$ cat src/rtl/fixed_point_serial_subtractor_if.sv
// ---------------------------------------------------------------------------
// fixed_point_serial_subtractor_if
//   Groups the operand and result valid/ready channels of the serial
//   subtractor.
//   Ports (signals):
//     in_valid, a, b, bin       operand channel, driven by the producer
//     in_ready                  operand channel back-pressure, driven by block
//     out_valid, result, cout,  result channel, driven by the block
//     overflow_flag, negative
//     out_ready                 result channel back-pressure, driven by consumer
//   Modports: master = producer/consumer side, slave = subtractor side.
// ---------------------------------------------------------------------------
interface fixed_point_serial_subtractor_if #(
   parameter int WIDTH = 16
);
   logic             in_valid;
   logic             in_ready;
   logic [WIDTH-1:0] a;
   logic [WIDTH-1:0] b;
   logic             bin;
   logic             out_valid;
   logic             out_ready;
   logic [WIDTH-1:0] result;
   logic             cout;
   logic             overflow_flag;
   logic             negative;

   modport master (
      output in_valid, a, b, bin, out_ready,
      input  in_ready, out_valid, result, cout, overflow_flag, negative
   );

   modport slave (
      input  in_valid, a, b, bin, out_ready,
      output in_ready, out_valid, result, cout, overflow_flag, negative
   );
endinterface

$ cat src/rtl/fixed_point_serial_subtractor.sv
// ---------------------------------------------------------------------------
// fixed_point_serial_subtractor
//   Multi-cycle two's-complement subtractor: result = a - b - bin, computed
//   SLICE bits per cycle (LSB slice first) through a single carry-lookahead
//   slice. Subtraction is done as a + ~b + ~bin, so the carry out of the top
//   slice is the inverted borrow.
//   Ports:
//     clk   rising-edge clock
//     rst   asynchronous, active-high reset
//     bus   slave side of fixed_point_serial_subtractor_if:
//           in_valid/in_ready + a, b, bin        operand handshake
//           out_valid/out_ready + result, cout,  result handshake; outputs
//           overflow_flag, negative              hold while out_valid=1
//   Latency from accept to out_valid is WIDTH/SLICE cycles.
// ---------------------------------------------------------------------------
module fixed_point_serial_subtractor #(
   parameter int WIDTH = 16,
   parameter int SLICE = 4
) (
   input  logic                             clk,
   input  logic                             rst,
   fixed_point_serial_subtractor_if.slave   bus
);

   localparam int NSLICE = WIDTH / SLICE;
   localparam int CW     = (NSLICE > 1) ? $clog2(NSLICE) : 1;
   localparam int MSB    = WIDTH - 1;

   typedef enum logic [1:0] {
      IDLE,
      CALC,
      DONE
   } state_t;

   state_t            state;
   state_t            state_next;
   logic              in_ready_c;
   logic              out_valid_c;

   logic [WIDTH-1:0]  a_reg;
   logic [WIDTH-1:0]  nb_reg;      // inverted subtrahend
   logic              carry;       // carry into the current slice
   logic [CW-1:0]     cnt;         // index of the slice being computed
   logic              last_slice;

   logic [WIDTH-1:0]  result_reg;
   logic              cout_reg;
   logic              ovf_reg;
   logic              neg_reg;

   logic [SLICE-1:0]  a_s;
   logic [SLICE-1:0]  b_s;
   logic [SLICE-1:0]  gen;
   logic [SLICE-1:0]  prop;
   logic [SLICE:0]    c;
   logic [SLICE-1:0]  sum;

   assign last_slice = (cnt == CW'(NSLICE - 1));

   // ------------------------------------------------------------------------
   // FSM state register
   // ------------------------------------------------------------------------
   // NOTE: sequential state uses non-blocking assignments so every register
   // samples the pre-edge values, independent of process ordering.
   always_ff @(posedge clk or posedge rst) begin
      if (rst) state <= IDLE;
      else     state <= state_next;
   end

   // ------------------------------------------------------------------------
   // FSM next state and handshake outputs
   // ------------------------------------------------------------------------
   // NOTE: every signal written here gets a default first, so no path leaves
   // a value unassigned and no latch is inferred.
   always_comb begin
      state_next  = state;
      in_ready_c  = 1'b0;
      out_valid_c = 1'b0;
      case (state)
         IDLE: begin
            in_ready_c = 1'b1;
            if (bus.in_valid) state_next = CALC;
         end
         CALC: begin
            if (last_slice) state_next = DONE;
         end
         DONE: begin
            out_valid_c = 1'b1;
            if (bus.out_ready) state_next = IDLE;
         end
         default: state_next = IDLE;
      endcase
   end

   // ------------------------------------------------------------------------
   // One carry-lookahead slice. Each carry is built directly from generate /
   // propagate terms of the lower bits and the slice carry-in, not rippled.
   // ------------------------------------------------------------------------
   always_comb begin
      a_s  = a_reg[int'(cnt)*SLICE +: SLICE];
      b_s  = nb_reg[int'(cnt)*SLICE +: SLICE];
      gen  = a_s & b_s;
      prop = a_s ^ b_s;
      c    = '0;
      c[0] = carry;
      for (int i = 0; i < SLICE; i++) begin
         logic term;
         logic prod;
         term = gen[i];
         prod = prop[i];
         for (int j = i - 1; j >= 0; j--) begin
            term = term | (prod & gen[j]);
            prod = prod & prop[j];
         end
         c[i+1] = term | (prod & carry);
      end
      sum = prop ^ c[SLICE-1:0];
   end

   // ------------------------------------------------------------------------
   // Datapath
   // ------------------------------------------------------------------------
   // NOTE: only the externally visible result/flag registers and the control
   // counters are reset; the operand registers are always loaded on accept
   // before they are read, so they carry no reset.
   always_ff @(posedge clk or posedge rst) begin
      if (rst) begin
         carry      <= 1'b0;
         cnt        <= '0;
         result_reg <= '0;
         cout_reg   <= 1'b0;
         ovf_reg    <= 1'b0;
         neg_reg    <= 1'b0;
      end else begin
         case (state)
            IDLE: begin
               if (bus.in_valid) begin
                  carry <= ~bus.bin;
                  cnt   <= '0;
               end
            end
            CALC: begin
               result_reg[int'(cnt)*SLICE +: SLICE] <= sum;
               carry <= c[SLICE];
               cnt   <= cnt + CW'(1);
               if (last_slice) begin
                  cout_reg <= ~c[SLICE];
                  neg_reg  <= sum[SLICE-1];
                  // Operands differ in sign (a[MSB] == ~b[MSB]) and the
                  // result sign differs from the minuend.
                  ovf_reg  <= (a_reg[MSB] == nb_reg[MSB]) &
                              (sum[SLICE-1] != a_reg[MSB]);
               end
            end
            default: ;
         endcase
      end
   end

   always_ff @(posedge clk) begin
      if (state == IDLE && bus.in_valid) begin
         a_reg  <= bus.a;
         nb_reg <= ~bus.b;
      end
   end

   assign bus.in_ready      = in_ready_c;
   assign bus.out_valid     = out_valid_c;
   assign bus.result        = result_reg;
   assign bus.cout          = cout_reg;
   assign bus.overflow_flag = ovf_reg;
   assign bus.negative      = neg_reg;

endmodule

$ cat src/flat_wrapper.sv
// flat-port wrapper written by rule: the top's interface ports become plain ports
module fixed_point_serial_subtractor_flat 
#(
   parameter int WIDTH = 16,
   parameter int SLICE = 4
)
  (clk, rst, bus_in_valid, bus_a, bus_b, bus_bin, bus_out_ready, bus_in_ready, bus_out_valid, bus_result, bus_cout, bus_overflow_flag, bus_negative);
  fixed_point_serial_subtractor_if #(.WIDTH(WIDTH)) bus_i ();
  input  logic clk;
  input  logic rst;
  input wire logic [$bits(bus_i.in_valid)-1:0] bus_in_valid;
  input wire logic [$bits(bus_i.a)-1:0] bus_a;
  input wire logic [$bits(bus_i.b)-1:0] bus_b;
  input wire logic [$bits(bus_i.bin)-1:0] bus_bin;
  input wire logic [$bits(bus_i.out_ready)-1:0] bus_out_ready;
  output wire logic [$bits(bus_i.in_ready)-1:0] bus_in_ready;
  output wire logic [$bits(bus_i.out_valid)-1:0] bus_out_valid;
  output wire logic [$bits(bus_i.result)-1:0] bus_result;
  output wire logic [$bits(bus_i.cout)-1:0] bus_cout;
  output wire logic [$bits(bus_i.overflow_flag)-1:0] bus_overflow_flag;
  output wire logic [$bits(bus_i.negative)-1:0] bus_negative;
  assign bus_i.in_valid = bus_in_valid;
  assign bus_i.a = bus_a;
  assign bus_i.b = bus_b;
  assign bus_i.bin = bus_bin;
  assign bus_i.out_ready = bus_out_ready;
  assign bus_in_ready = bus_i.in_ready;
  assign bus_out_valid = bus_i.out_valid;
  assign bus_result = bus_i.result;
  assign bus_cout = bus_i.cout;
  assign bus_overflow_flag = bus_i.overflow_flag;
  assign bus_negative = bus_i.negative;
  fixed_point_serial_subtractor #(.WIDTH(WIDTH), .SLICE(SLICE)) u_core (.clk(clk), .rst(rst), .bus(bus_i));
endmodule
$ cat config.mk
export PLATFORM = sky130hd
export DESIGN_NAME = fixed_point_serial_subtractor_flat
export DESIGN_NICKNAME = d
export VERILOG_FILES = /design/src/rtl/fixed_point_serial_subtractor_if.sv /design/src/rtl/fixed_point_serial_subtractor.sv /design/src/flat_wrapper.sv
export SDC_FILE = /design/constraint.sdc
export NUM_CORES = 1
export LEC_CHECK = 0
export BUFFER_PORTS_ARGS = -buffer_cell sky130_fd_sc_hd__buf_2
export CAP_MARGIN = 20
export CORE_ASPECT_RATIO = 1.2
export CORE_MARGIN = 1
export CORE_UTILIZATION = 45
export DETAILED_ROUTE_END_ITERATION = 8
export PLACE_DENSITY = 0.8
export RECOVER_POWER = 25
export SYNTH_ARGS = -nofsm -noshare
export SYNTH_HDL_FRONTEND = slang
export SYNTH_SLANG_ARGS = --single-unit
$ cat constraint.sdc
create_clock -name clk -period 2.5 [get_ports clk]
set_input_delay 0.375 -clock clk [delete_from_list [all_inputs] [get_ports clk]]
set_output_delay 0.375 -clock clk [all_outputs]
set_load 0.02 [all_outputs]
## Yosys cells after proc, flatten, opt, wreduce, memory -nomap -nowiden

Index checks and enable logic that the tools add are counted.
W data, S select, Z words.

| storage, ports and cells | value |
|---|---|
| input bits | 37 |
| register bits after elaboration | 56 |
| logic and storage cells | 73 |
| output and inout bits | 21 |

| operators by class | value |
|---|---|
| muxes and demuxes | 11 |
| shift operators | 4 |
| bitwise logic cells | 33 |
| reductions and logical operators | 6 |
| add/sub/neg operators | 2 |
| equal/unequal tests | 8 |

Operators with widths:

| cell | number |
|---|---|
| $neg A4 Y33 | 1 |
| $shift A4 B33 Y16 const A | 1 |
| $shiftx A4 B33 Y16 | 1 |
| $shiftx A16 B5 Y4 | 2 |
| $and A1 B1 Y1 | 17 |
| $bwmux W16 | 1 |
| $not A16 Y16 | 1 |
| $or A1 B1 Y1 | 10 |
| $mux W2 | 4 |
| $xor A4 B4 Y4 | 2 |
| $pmux W2 S3 | 1 |
| $and A4 B4 Y4 | 1 |
| $eq A2 B2 Y1 const B | 2 |
| $ne A2 B2 Y1 const B | 2 |
| $pmux W2 S2 | 1 |
| $reduce_and A2 Y1 | 2 |
| $mux W1 | 3 |
| $reduce_and A3 Y1 | 1 |
| $add A2 B1 Y2 const B | 1 |
| $eq A2 B1 Y1 const B | 1 |
| $logic_not A2 Y1 | 1 |
| $ne A2 B1 Y1 const B | 1 |
| $not A1 Y1 | 2 |
| $pmux W1 S2 | 1 |
| 4 further kinds | 4 |

## Depth between registers and ports, before layout

Gate-level depths: netlist (run 1).

| depth | value |
|---|---|
| depth after elaboration | 9 |
| mapped depth | 7 |
| gate-level depth less buffers | 6 |

## Worst setup path before layout (run 1)

Ideal clock, no wire load.

| path | value |
|---|---|
| kind | reg2reg |
| from | register u_core.cnt[0] |
| to | register u_core.ovf_reg, in the netlist u_core.bus.overflow_flag |
| path buffers | 1 |
| clock period less this slack | 2.435 ns |
| path slack | 0.065 ns |
| setup time | 0.087 ns |
| cell stages (with the launch flop) | 8 |
| data required time | 2.413 ns |
| arrival time | 2.348 ns |
| path through | dfrtp_1 buf_4 mux4_2 ha_1 a21oi_1 nor2_1 or3_1 o211ai_1 |

| on the way | value |
|---|---|
| word-level cells in the longest chain between the ends | 9 |
| elaborated cells on any way between the ends | 17 |
| classes of those cells | 2 x eq/ne; 2 x shift; 12 x bitwise; 1 x reduce/logical |

RTL lines:

| item | RTL line | source |
|---|---|---|
| start: declaration | fixed_point_serial_subtractor.sv:43 | `logic [CW-1:0] cnt;` |
| start signal: assignment | fixed_point_serial_subtractor.sv:145 | `cnt <= cnt + CW'(1);` |
| $shiftx A16 B5 Y4, on equally long branches | fixed_point_serial_subtractor.sv:100, fixed_point_serial_subtractor.sv:101 |  |
| $xor A4 B4 Y4 or $and A4 B4 Y4 (tied branches) | fixed_point_serial_subtractor.sv:103, fixed_point_serial_subtractor.sv:102 |  |
| $and A1 B1 Y1, on equally long branches | fixed_point_serial_subtractor.sv:112, fixed_point_serial_subtractor.sv:113 |  |
| $or A1 B1 Y1, or another cell as far along | fixed_point_serial_subtractor.sv:112 | `term = term \| (prod & gen[j]);` |
| $or A1 B1 Y1 or $and A1 B1 Y1 (tied branches) | fixed_point_serial_subtractor.sv:112, fixed_point_serial_subtractor.sv:115 |  |
| $or A1 B1 Y1 | fixed_point_serial_subtractor.sv:115 | `c[i+1] = term \| (prod & carry);` |
| $xor A4 B4 Y4 | fixed_point_serial_subtractor.sv:117 | `sum = prop ^ c[SLICE-1:0];` |
| $ne A1 B1 Y1 | fixed_point_serial_subtractor.sv:152 | `(sum[SLICE-1] != a_reg[MSB]);` |
| $and A1 B1 Y1 | fixed_point_serial_subtractor.sv:151 | `ovf_reg <= (a_reg[MSB] == nb_reg[MSB]) &` |
| end signal: assignment | fixed_point_serial_subtractor.sv:151 |  |
| end: declaration | fixed_point_serial_subtractor.sv:48 | `logic ovf_reg;` |

Parallel ways exist; a longest one is shown, timed or not.
A chain may end at the register's enable or synchronous reset.

## Worst setup path in the final report (run 1)

| path | value |
|---|---|
| from | register u_core.cnt[0] |
| to | register u_core.result_reg[1], in the netlist u_core.bus.result[1] |

| on the way | value |
|---|---|
| word-level cells in the longest chain between the ends | 9 |
| elaborated cells on any way between the ends | 24 |
| classes of those cells | 1 x add/sub; 4 x shift; 1 x mux; 18 x bitwise |

RTL lines:

| item | RTL line | source |
|---|---|---|
| $shiftx A16 B5 Y4, on equally long branches | fixed_point_serial_subtractor.sv:100, fixed_point_serial_subtractor.sv:101 |  |
| $xor A4 B4 Y4 or $and A4 B4 Y4 (tied branches) | fixed_point_serial_subtractor.sv:103, fixed_point_serial_subtractor.sv:102 |  |
| $and A1 B1 Y1, on equally long branches | fixed_point_serial_subtractor.sv:112, fixed_point_serial_subtractor.sv:113 |  |
| $or A1 B1 Y1, or another cell as far along | fixed_point_serial_subtractor.sv:112 |  |
| $or A1 B1 Y1 or $and A1 B1 Y1 (tied branches) | fixed_point_serial_subtractor.sv:112, fixed_point_serial_subtractor.sv:115 |  |
| $or A1 B1 Y1 | fixed_point_serial_subtractor.sv:115 |  |
| $xor A4 B4 Y4 | fixed_point_serial_subtractor.sv:117 |  |
| $shiftx A4 B33 Y16 | fixed_point_serial_subtractor.sv:143 | `result_reg[int'(cnt)*SLICE +: SLICE] <= sum;` |
| $bwmux W16 (*) | fixed_point_serial_subtractor.sv:143 |  |
| end signal: indexed assignment | fixed_point_serial_subtractor.sv:143 |  |
| end: declaration | fixed_point_serial_subtractor.sv:46 | `logic [WIDTH-1:0] result_reg;` |

Every way passes the cells marked *; elsewhere a longest branch is shown, timed or not.

==> impl_metrics.toml, run 1 <==
[placement]
gp_congestion = 0.760
port_buffers = 57
dpl_worst_slack_ps = -90.2
dp.cells = 306
hpwl_um = 3210

[clock_tree]
path_clk_slew_ps = 100
cts_sinks = 56
cts_tree = "built"
numCtsBuffers = 5
cts_buffer_depth = 2
h-tree-depth = 2
cts_hold_buf = 0
clock_latency_ps = 310
root_buffer = "clkbuf_8"

[yosys]
synth_nets = 231
ys_seq_area_frac = 0.623
synth.ff_latch_count = 56
syn_avg_cell_area_um2 = 13.8
syn_inst = 182
synth_cell_types = 36
synth_warnings = 0
synth_area_mm2 = 0.00251

[routing]
drt-total-wl_um = 4380
avgRoutedWirePerCell_um = 13.9
vias_per_cell = 5.18
route.detailed.drc = 0
drt_iter0_drc = 69
firstDrtPassIters = 5
postRouteAntennaNets = 0
vias = 1632

[cells_and_area]
drive_gt1_frac = 0.364
final_cell_mix = "57 x buf_2, 32 x edfxtp_1, 23 x inv_1"
final_cells = 315
syn2layout_area_growth_pct = 21.4
mostFrequentLayoutCell = "buf_2"
final_nets = 301
num_antenna_cells = 0

[sta]
fin_crit_sh = 0.946
max_freq_mhz = 423
fin_crit_ps = 2370
drv_slew = 0
skew_ps = 8.13
timing.slew.headroom = 0.380
setup_viol = 0
tightest_slew_ps = 929
setup_ws_ps = 135
hold_viol_final = 0
rsz0062_at_grt = "false"

[die]
die_x_um = 70.1
die_height_um = 83.8
dieArea_mm2 = 0.00588
start_util = 0.470
ios = 58
rows = 29
coreArea_mm2 = 0.00533

[global_routing]
grt_usage = 0.160
grt_max_degree = 33
antenna_found_initial = 0
grt.overflow.total = 0
grt_pass1_vias = 1549
grt_pass1_wl_um = 7290

[setup_path]
cp_slowest_cell = "mux4_2"
critPathKind = "reg -> reg"
arrival_ps = 2570
cp_max_fo = 4
cp.required_ps = 2700
worst_setup_path_start_kind = "register"
critPathBufInv = 2
crit_family = "multiplexers"
cpPeakStageDelay_ps = 560
crit_chain = "mux4_2 -> buf_4 -> fa_1 -> xnor2_1 -> inv_1 -> a22o_1"
end_kind = "register"

[power_and_ir_drop]
pwr-share-clk = 0.122
p_leak_nw = 1.39
vdd_ir_drop_max_v = 0.000518
p_switching_w = 0.00163
swShare = 0.407
power.density_mw_per_mm2 = 1320
combPwrFrac = 0.521
p_seq_frac = 0.357
power.internal_w = 0.00237

[outcome]
status = "finished clean"

[flow_run]
cap_violations = 0

[min_path]
worstHoldPathType = "in -> reg"
[cell usage after synthesis, drive strengths merged]
library cell,number,share of area
and2,1,0.0025
fa,1,0.0080
mux4,8,0.072
a21oi,3,0.0060
a22o,10,0.035
edfxtp,32,0.38
o211ai,1,0.0030
nor4b,1,0.0095
xnor2,2,0.0070
a211oi,1,0.0030
nand2,17,0.029
or2,1,0.0025
dfrtp,24,0.24
a21o,1,0.0035
or3,3,0.0075
o21ba,1,0.0040
and2b,1,0.0040
nand2b,2,0.0050
nor2,10,0.015
nand4b,1,0.0035
a22oi,1,0.0030
nand3,2,0.0040
nor2b,2,0.0050
nand3b,2,0.0060
o21a,1,0.0030
o21ai,7,0.014
nor3,2,0.0040
inv,23,0.034
ha,11,0.055
buf,1,0.0030
o21bai,1,0.0030
clkbuf,1,0.0015
o41ai,1,0.0035
o31ai,6,0.018
[layout make-up]
class	count	area [um2]
Clock inverter	2	16.3
Multi-Input combinational cell	101	870
Timing Repair Buffer	65	358
Tap cell	62	77.6
Inverter	23	86.3
Clock buffer	6	72.6
Fill cell	458	2290
Sequential cell	56	1560
[per-stage QoR]
stage               setup TNS [ps]  area [um2]   util  hold WS (ps)  power [W]
CTS                              0        3020  0.566           224    0.00395
floorplan                        0        2510      -           390    0.00279
detailed placement            -336        2920  0.548           465    0.00345
finish                           0        3040  0.571           233    0.00400
global placement                 0        2920  0.548           460    0.00338
global route                     0        3040  0.571           216    0.00428
[final timing paths]
kind	startpoint	to	slack (ps)	depth (start not counted)
max in group asynchronous	rst	u_core.cnt[1]	1610	2
min	bus_a[6]	u_core.a_reg[6]	230	1
max	u_core.cnt[0]	u_core.bus.result[1]	130	6
min in group asynchronous	rst	u_core.bus.result[9]	260	2
min reg2reg	u_core.bus.result[9]	u_core.bus.result[9]	480	2
max reg2reg	u_core.cnt[0]	u_core.bus.result[1]	130	6
[layer usage]
| metal | up-vias | wire length, um | GRT usage |
|---|---|---|---|
| li1 | 799 | - | - |
| met1 | 775 | 1940 | 0.209 |
| met2 | 52 | 2160 | 0.257 |
| met3 | 6 | 226 | 0.0447 |
| met4 | 0 | 59 | 0.0545 |
| met5 | - | 0 | 0 |
[worst register-to-register path, cell delays in order (launching register included)]
cell     delay, ps
dfrtp_2        440
mux4_2         560
buf_4          160
fa_1           400
xnor2_1        400
inv_1           80
a22o_1         220
[power groups by stage]
stage	Sequential, W	Combinational, W	Clock [W]
2_1_floorplan	0.00154	0.00125	0
3_3_place_gp	0.00144	0.00194	0
3_5_place_dp	0.00145	0.00200	0
4_1_cts	0.00143	0.00202	0.000500
5_1_grt	0.00147	0.00227	0.000537
6_report	0.00143	0.00209	0.000487
[cells by family after synthesis]
group                    Yosys count  synth area share
AND/OR/NAND/NOR                   45            0.0978
flip-flops                        56             0.623
XOR/XNOR                           2           0.00699
multiplexers                       8            0.0719
buffers and inverters             25            0.0389
adder cells (fa/ha/maj)           12            0.0629
AO/OA/AOI/OAI                     34            0.0988
[repair_timing]
item | in CTS | in global routing
endpoints found under the hold margin | 0 | 0
resized for setup | 1 | 5
pin swaps | 0 | 0
setup buffers | 0 | 1
endpoints found under the setup margin | 4 | 7
Power figures use the tool's default switching activity.
==> run 2, diff against run 1 <==
ABC_CLOCK_PERIOD_IN_PS = 2500   (was unset)
CTS_BUF_LIST = sky130_fd_sc_hd__clkbuf_16   (was unset)
CTS_CLUSTER_DIAMETER = 100   (was unset)
==> impl_metrics.toml, run 2 (synthesis results as in run 1) <==
[cells_and_area]
syn2layout_area_growth_pct = 23.7
final_cell_mix = "57 x buf_2, 32 x edfxtp_1, 24 x inv_1"
drive_gt1_frac = 0.364
final_nets = 301
mostFrequentLayoutCell = "buf_2"
num_antenna_cells = 0

[sta]
drv_slew = 0
skew_ps = 6.85
rsz0062_at_grt = "false"
hold_viol_final = 0
timing.hold.ws_ps = 254
tightest_slew_ps = 933
setup-tns-final_ps = 0
fin_crit_ps = 2370
timing.slew.headroom = 0.377
max_freq_mhz = 422
setup_viol = 0
fin_crit_sh = 0.949

[setup_path]
end_kind = "register"
critPathKind = "reg -> reg"
cp_slowest_cell = "mux4_2"
worst_setup_path_start_kind = "register"
critPathBufInv = 2
arrival_ps = 2550
cp_max_fo = 4
crit_family = "multiplexers"
cp.required_ps = 2670
crit_chain = "mux4_2 -> buf_4 -> fa_1 -> xnor2_1 -> inv_1 -> a22o_1"
cpPeakStageDelay_ps = 560

[clock_tree]
numCtsBuffers = 5
cts_sinks = 56
h-tree-depth = 2
path_clk_slew_ps = 70
clock_latency_ps = 290
cts_tree = "built"
cts_buffer_depth = 2
root_buffer = "clkbuf_16"

[global_routing]
grt_max_degree = 33
grt_pass1_wl_um = 7400
grt_usage = 0.163
antenna_found_initial = 0
grt_pass1_vias = 1557
grt.overflow.total = 0

[routing]
route.detailed.drc = 0
drt_iter0_drc = 56
avgRoutedWirePerCell_um = 13.9
drt-total-wl_um = 4390
vias = 1623
postRouteAntennaNets = 0
vias_per_cell = 5.15
firstDrtPassIters = 4

[flow_run]
cap_violations = 0

[die]
start_util = 0.470
die_x_um = 70.1
rows = 29
dieArea_mm2 = 0.00588
ios = 58
coreArea_mm2 = 0.00533
die_height_um = 83.8

[power_and_ir_drop]
p_leak_nw = 1.42
power.density_mw_per_mm2 = 1350
vdd_ir_drop_max_v = 0.000586

[placement]
port_buffers = 57
hpwl_um = 3210
gp_congestion = 0.760

[outcome]
status = "finished clean"

[min_path]
worstHoldPathType = "in -> reg"
-- run 2: cell types whose count changed in the layout (fill, tap and decap cells not counted) --
cell,delta
clkbuf_8,-5
clkbuf_1,-1
inv_1,+1
clkbuf_16,+5
-- run 2: power breakdown --
group / leakage, nW / total [W] / internal, W / switching (W)
clock: 0.0712 / 0.000676 / 0.000370 / 0.000307
sequential: 0.615 / 0.00143 / 0.00127 / 0.000165
combinational: 0.735 / 0.00209 / 0.000910 / 0.00118
-- run 2: timing repair --
action | in CTS | in global routing
endpoints found under the hold margin | 0 | 0
setup endpoints to repair | 4 | 11
cloned | 0 | 0
hold buffers | 0 | 0
buffers inserted | 0 | 1
resized for setup | 1 | 5
-- run 2: final timing paths --
| path | end | slack, ps | cells past startpoint | start |
|---|---|---|---|---|
| min | u_core.a_reg[6] | 250 | 1 | bus_a[6] |
| max in group asynchronous | u_core.cnt[1] | 1580 | 2 | rst |
| max | u_core.bus.result[1] | 130 | 6 | u_core.cnt[0] |
| min reg2reg | u_core.bus.result[9] | 470 | 2 | u_core.bus.result[9] |
| max reg2reg | u_core.bus.result[1] | 130 | 6 | u_core.cnt[0] |
| min in group asynchronous | u_core.state[1] | 290 | 2 | rst |
-- run 2: per-layer routing --
| metal | GRT usage | vias up | share of wire |
|---|---|---|---|
| li1 | - | 801 | - |
| met1 | 0.212 | 765 | 0.44 |
| met2 | 0.264 | 52 | 0.50 |
| met3 | 0.0447 | 5 | 0.048 |
| met4 | 0.0545 | 0 | 0.014 |
| met5 | 0 | - | 0 |
-- run 2: metrics by stage --
| step | total power, W | utilization | cell area [um2] | worst slack, ps | instances |
|---|---|---|---|---|---|
| detailed placement | 0.00345 | 0.548 | 2920 | -90.2 | 306 |
| finish | 0.00420 | 0.581 | 3100 | 128 | 315 |
| floorplan | 0.00279 | - | 2510 | 65.0 | 182 |
| global route | 0.00449 | 0.581 | 3100 | 12.8 | 315 |
| CTS | 0.00415 | 0.576 | 3070 | 13.2 | 314 |
| global placement | 0.00338 | 0.548 | 2920 | 24.4 | 306 |
-- run 2: final cells by class --
cell class	instances	area (um2)
well taps	62	77.6
clock buffers	5	125
fillers	447	2230
flip-flops and latches	56	1560
inverters	23	86.3
repair buffers	65	358
clock inverters	3	20.0
multi-input cells	101	870
